[src/rtl/ahb_resp_mux.sv]
// AHB data-phase response multiplexer with an optional built-in default slave.
// Define AHB_RESP_MUX_DEF_SLV_EN to build the default slave, which answers unmapped NONSEQ/SEQ transfers with a two-cycle ERROR.
`default_nettype none

module ahb_resp_mux #(
    parameter int slv_c = 4
) (
    input  logic                    hclk,
    input  logic                    hresetn,
    input  logic [slv_c-1:0]        hsel,
    input  logic [1:0]              htrans,
    input  logic [slv_c-1:0][31:0]  hrdata_s,
    input  logic [slv_c-1:0]        hresp_s,
    input  logic [slv_c-1:0]        hreadyout_s,
    output logic [31:0]             hrdata,
    output logic                    hresp,
    output logic                    hready
);

    logic [slv_c-1:0]       sel_dp_reg;
    logic [slv_c-1:0]       sel_dp_next;
    logic [slv_c-1:0]       hsel_low;
    logic [slv_c-1:0][31:0] rdata_masked;
    logic [31:0]            rdata_or;
    logic                   slv_active;
    logic                   slv_resp;
    logic                   slv_ready;
    logic                   ds_resp;
    logic                   ds_ready;

    // Isolate the lowest set bit so a malformed multi-bit select still picks exactly one slave.
    assign hsel_low = hsel & (~hsel + slv_c'(1));

    always_comb begin
        sel_dp_next = sel_dp_reg;
        if (hready) begin
            sel_dp_next = hsel_low;
        end
    end

    always_ff @(posedge hclk or negedge hresetn) begin
        if (!hresetn) begin
            sel_dp_reg <= '0;
        end else begin
            sel_dp_reg <= sel_dp_next;
        end
    end

    generate
        for (genvar gi = 0; gi < slv_c; gi++) begin : g_rdata_mask
            assign rdata_masked[gi] = sel_dp_reg[gi] ? hrdata_s[gi] : 32'h0;
        end
    endgenerate

    always_comb begin
        rdata_or = 32'h0;
        for (int i = 0; i < slv_c; i++) begin
            rdata_or = rdata_or | rdata_masked[i];
        end
    end

    assign slv_active = |sel_dp_reg;
    assign slv_resp   = |(sel_dp_reg & hresp_s);
    assign slv_ready  = |(sel_dp_reg & hreadyout_s);

`ifdef AHB_RESP_MUX_DEF_SLV_EN
    typedef enum logic [1:0] {
        DS_IDLE = 2'd0,
        DS_ERR1 = 2'd1,
        DS_ERR2 = 2'd2
    } ds_state_t;

    ds_state_t ds_state_reg;
    ds_state_t ds_state_next;
    logic      def_dp_reg;
    logic      def_dp_next;

    always_comb begin
        def_dp_next = def_dp_reg;
        if (hready) begin
            def_dp_next = (hsel == '0) && htrans[1];
        end
    end

    // def_dp_next is the flag about to be registered, so the ERROR starts in the very next data phase.
    always_comb begin
        ds_state_next = ds_state_reg;
        case (ds_state_reg)
            DS_IDLE: if (def_dp_next) ds_state_next = DS_ERR1;
            DS_ERR1: ds_state_next = DS_ERR2;
            DS_ERR2: ds_state_next = def_dp_next ? DS_ERR1 : DS_IDLE;
            default: ds_state_next = DS_IDLE;
        endcase
    end

    always_ff @(posedge hclk or negedge hresetn) begin
        if (!hresetn) begin
            ds_state_reg <= DS_IDLE;
            def_dp_reg   <= 1'b0;
        end else begin
            ds_state_reg <= ds_state_next;
            def_dp_reg   <= def_dp_next;
        end
    end

    // def_dp is high exactly while the FSM sits in DS_ERR1 or DS_ERR2.
    assign ds_resp  = def_dp_reg;
    assign ds_ready = (ds_state_reg != DS_ERR1);
`else
    logic unused_htrans;

    assign unused_htrans = ^htrans;
    assign ds_resp       = 1'b0;
    assign ds_ready      = 1'b1;
`endif

    assign hrdata = rdata_or;
    assign hresp  = slv_active ? slv_resp  : ds_resp;
    assign hready = slv_active ? slv_ready : ds_ready;

endmodule

`default_nettype wire

[config.mk]
export PLATFORM = sky130hd
export DESIGN_NAME = ahb_resp_mux
export DESIGN_NICKNAME = d
export VERILOG_FILES = /design/src/rtl/ahb_resp_mux.sv
export SDC_FILE = /design/constraint.sdc
export NUM_CORES = 1
export LEC_CHECK = 0
export ABC_AREA = 1
export CAP_MARGIN = 20
export CORE_MARGIN = 4
export CORE_UTILIZATION = 23
export CTS_BUF_LIST = sky130_fd_sc_hd__clkbuf_8
export DETAILED_ROUTE_END_ITERATION = 8
export GPL_ROUTABILITY_DRIVEN = 0
export PLACE_DENSITY = 0.91
export SLEW_MARGIN = 5
export SYNTH_ARGS = -nofsm -noshare
export SYNTH_HDL_FRONTEND = slang
export SYNTH_SLANG_ARGS = --single-unit
[constraint.sdc]
create_clock -name hclk -period 1.4 [get_ports hclk]
set_input_delay 0.14 -clock hclk [delete_from_list [all_inputs] [get_ports hclk]]
set_output_delay 0.14 -clock hclk [all_outputs]
set_load 0.01 [all_outputs]
==> impl_results.md <==
- Max-cap violations: 0
- Routed WL: 7250 µm
- EDFF count, synth: 0
- Cell Rows: 24
- WL per Instance: 15.7 µm
- Most frequent cells after synthesis: 141 x nand2_1, 33 x nand4_1, 12 x buf_2
- Clk_lat worst skew: 220 ps
- Global-route wire length before repair: 10,800 µm
- Max clock buf depth: 2
- Flops & latches, synth: 4
- Antenna-violating nets left: 0
- Die height: 76.8 µm
- Num Clock Sinks: 4
- TNS Setup: -171 ps
- DP HPWL: 5700 µm
- Period utilisation layout: 103%
- Total die area: 5900 µm²
- Async SR Flop Fraction: 100%
- Initial antenna violation count: 0
- Synth Warn #: 0
- TritonCTS Buffers: 3
- GRT Residual Overflow: 0
- PD cells: 1380 nW/µm²
- Die width: 76.8 µm
- Fin nets: 557
- Vias/cell: 4.79
- Violated checks: setup timing
- TritonRoute pass-1 iters: 6
- Sequential share of the synthesized area: 9.20%
- Worst Hold Class: primary input to async pin
- Area leader, netlist: nand2_1
- Most common cell in the netlist: nand2_1
- Fillers: 358
- Clock transition at path regs: 30 ps
- Inst Count DP: 442
- Syn nets: 359
- H-tree depth: 1
- Final worst slack: -38.1 ps
- Peak supply drop: 0.793 mV
- DR vias: 2,217
- Critical Path Start Type: register
- Fmax: 695 MHz
- Fin cells: 463
- Layout cell share with drive strength beyond 1: 25.1%
- Worst-margin pin slew: 185 ps
- CTS tree: yes
- Cells after Synth: 215
- Area growth from synthesis to layout: 191%
- Antenna cells: 0
- DRT iter0 DRCs: 88
- Slew HR: 87.6%
- Clock Tree Root: clkbuf_8
- Crit. End Element: output port
- RSZ-0062 raised after global routing: yes
- Post-Syn Area per Cell: 5.06 µm²
- DRC: 0
- Largest cells by area after synthesis: nand2_1 49%, nand4_1 19%, dfrtp_1 9.2%
- Leak Pwr: 1.40 nW
- Post-synth top area share: 48.6%
- Setup violations, final: 9
- Post-Syn Area: 1090 µm²
- Crit path DAT: 1300 ps
- Outcome: finished with violations
- Port bufs: 175
- Vias in the first global route: 2,290
- Final hold viol count: 0
- Final slew viol count: 0
- Most used DFF post-synth: dfrtp_1
- Initial core utilization: 24.3%
- Worst Path Max Fanout: 13
- Top-Level Pins: 178
- Largest net degree at the start of global routing: 16
- Period minus WS final: 1440 ps
- Max reg flops: 4
- Required time worst endpoint: 1260 ps
- Tot GR Track Use: 22.7%
- Worst clock skew: 2.17 ps
- Core area: 4470 µm²
- Critical path type: register to output port
- Post-synth cell types: 13
[through the flow]
stage	util, %	total power, mW	area (µm²)	hold WS [ps]	setup WS, ps
6_report	70.8	4.37	3170	126	-38.1
5_1_grt	70.8	4.69	3170	152	-90.5
4_1_cts	71.1	4.41	3180	133	-130
3_5_place_dp	67.2	4.14	3010	359	-189
3_3_place_gp	67.2	4.08	3010	347	-171
2_1_floorplan	-	1.86	1090	-156	389
[logic make-up after synthesis]
group / synth area share (%)
AND/OR/NAND/NOR: 80.5
buffers and inverters: 10.3
flip-flops: 9.20
[layout by cell type (no fill, tap or decap)]
cell type / Yosys / routed
nor2_4: 0 / 1
nor2_2: 2 / 1
nand2_2: 4 / 22
clkdlybuf4s50_1: 0 / 141
clkdlybuf4s15_1: 0 / 1
dfrtp_1: 4 / 3
or2_2: 1 / 1
nor2_1: 3 / 3
clkbuf_8: 0 / 3
bufbuf_16: 0 / 1
clkbuf_16: 0 / 1
buf_6: 4 / 13
buf_8: 0 / 1
inv_1: 2 / 2
dfrtp_2: 0 / 1
nand2_4: 4 / 6
clkdlybuf4s15_2: 0 / 1
nand2_1: 141 / 121
buf_4: 0 / 14
buf_2: 12 / 27
buf_12: 0 / 5
nand3_1: 4 / 4
nand4_1: 33 / 33
clkbuf_2: 0 / 4
nor2_8: 1 / 1
[what timing repair did]
| item | in CTS | in global routing |
|---|---|---|
| setup buffers | 22 | 1 |
| setup endpoints to repair | 34 | 35 |
| pin swaps | 11 | 14 |
| cloned | 1 | 1 |
| gates resized for setup | 141 | 28 |
| hold buffers | 0 | 0 |
[power by group]
| part | switching, mW | total, mW | internal (mW) |
|---|---|---|---|
| registers | 0.0487 | 0.212 | 0.163 |
| clock network | 0.0605 | 0.244 | 0.183 |
| logic | 1.88 | 3.91 | 2.03 |
| total | 1.99 | 4.37 | 2.38 |
[routing by layer]
layer	up-vias	part of all wire [%]	global-route usage, %
met5	-	0	0
met4	0	2.9	7.43
met3	16	9.0	4.22
met2	137	53	45.0
met1	971	35	23.5
li1	1093	-	-
[cell type report]
| class | count | area, µm² | area share, % |
|---|---|---|---|
| clock buffers | 3 | 41.3 | 1.30 |
| inverters | 2 | 7.51 | 0.237 |
| multi-input cells | 193 | 941 | 29.7 |
| flip-flops and latches | 4 | 101 | 3.20 |
| well taps | 52 | 65.1 | 2.05 |
| repair buffers | 209 | 2010 | 63.5 |
[path summary, 6_finish.rpt]
check                      cells past startpoint          start             to  slack (ps)
setup / recovery                               4  sel_dp_reg[3]      hrdata[6]         -40
hold / removal                                 1        hresetn  sel_dp_reg[1]         130
setup reg to reg                               8  sel_dp_reg[2]  sel_dp_reg[1]          20
hold reg to reg                                3  sel_dp_reg[1]  sel_dp_reg[1]         770
max in group asynchronous                      1        hresetn  sel_dp_reg[2]        1090
min in group hclk                              3        hsel[0]  sel_dp_reg[0]         550
[critical path: stages, from the launching register on]
cell and delay, ps:
dfrtp_1 410, bufbuf_16 300, nand2_1 60, nand4_1 80
clkdlybuf4s15_2 230
Note: power is estimated with default switching activity, not from simulation.
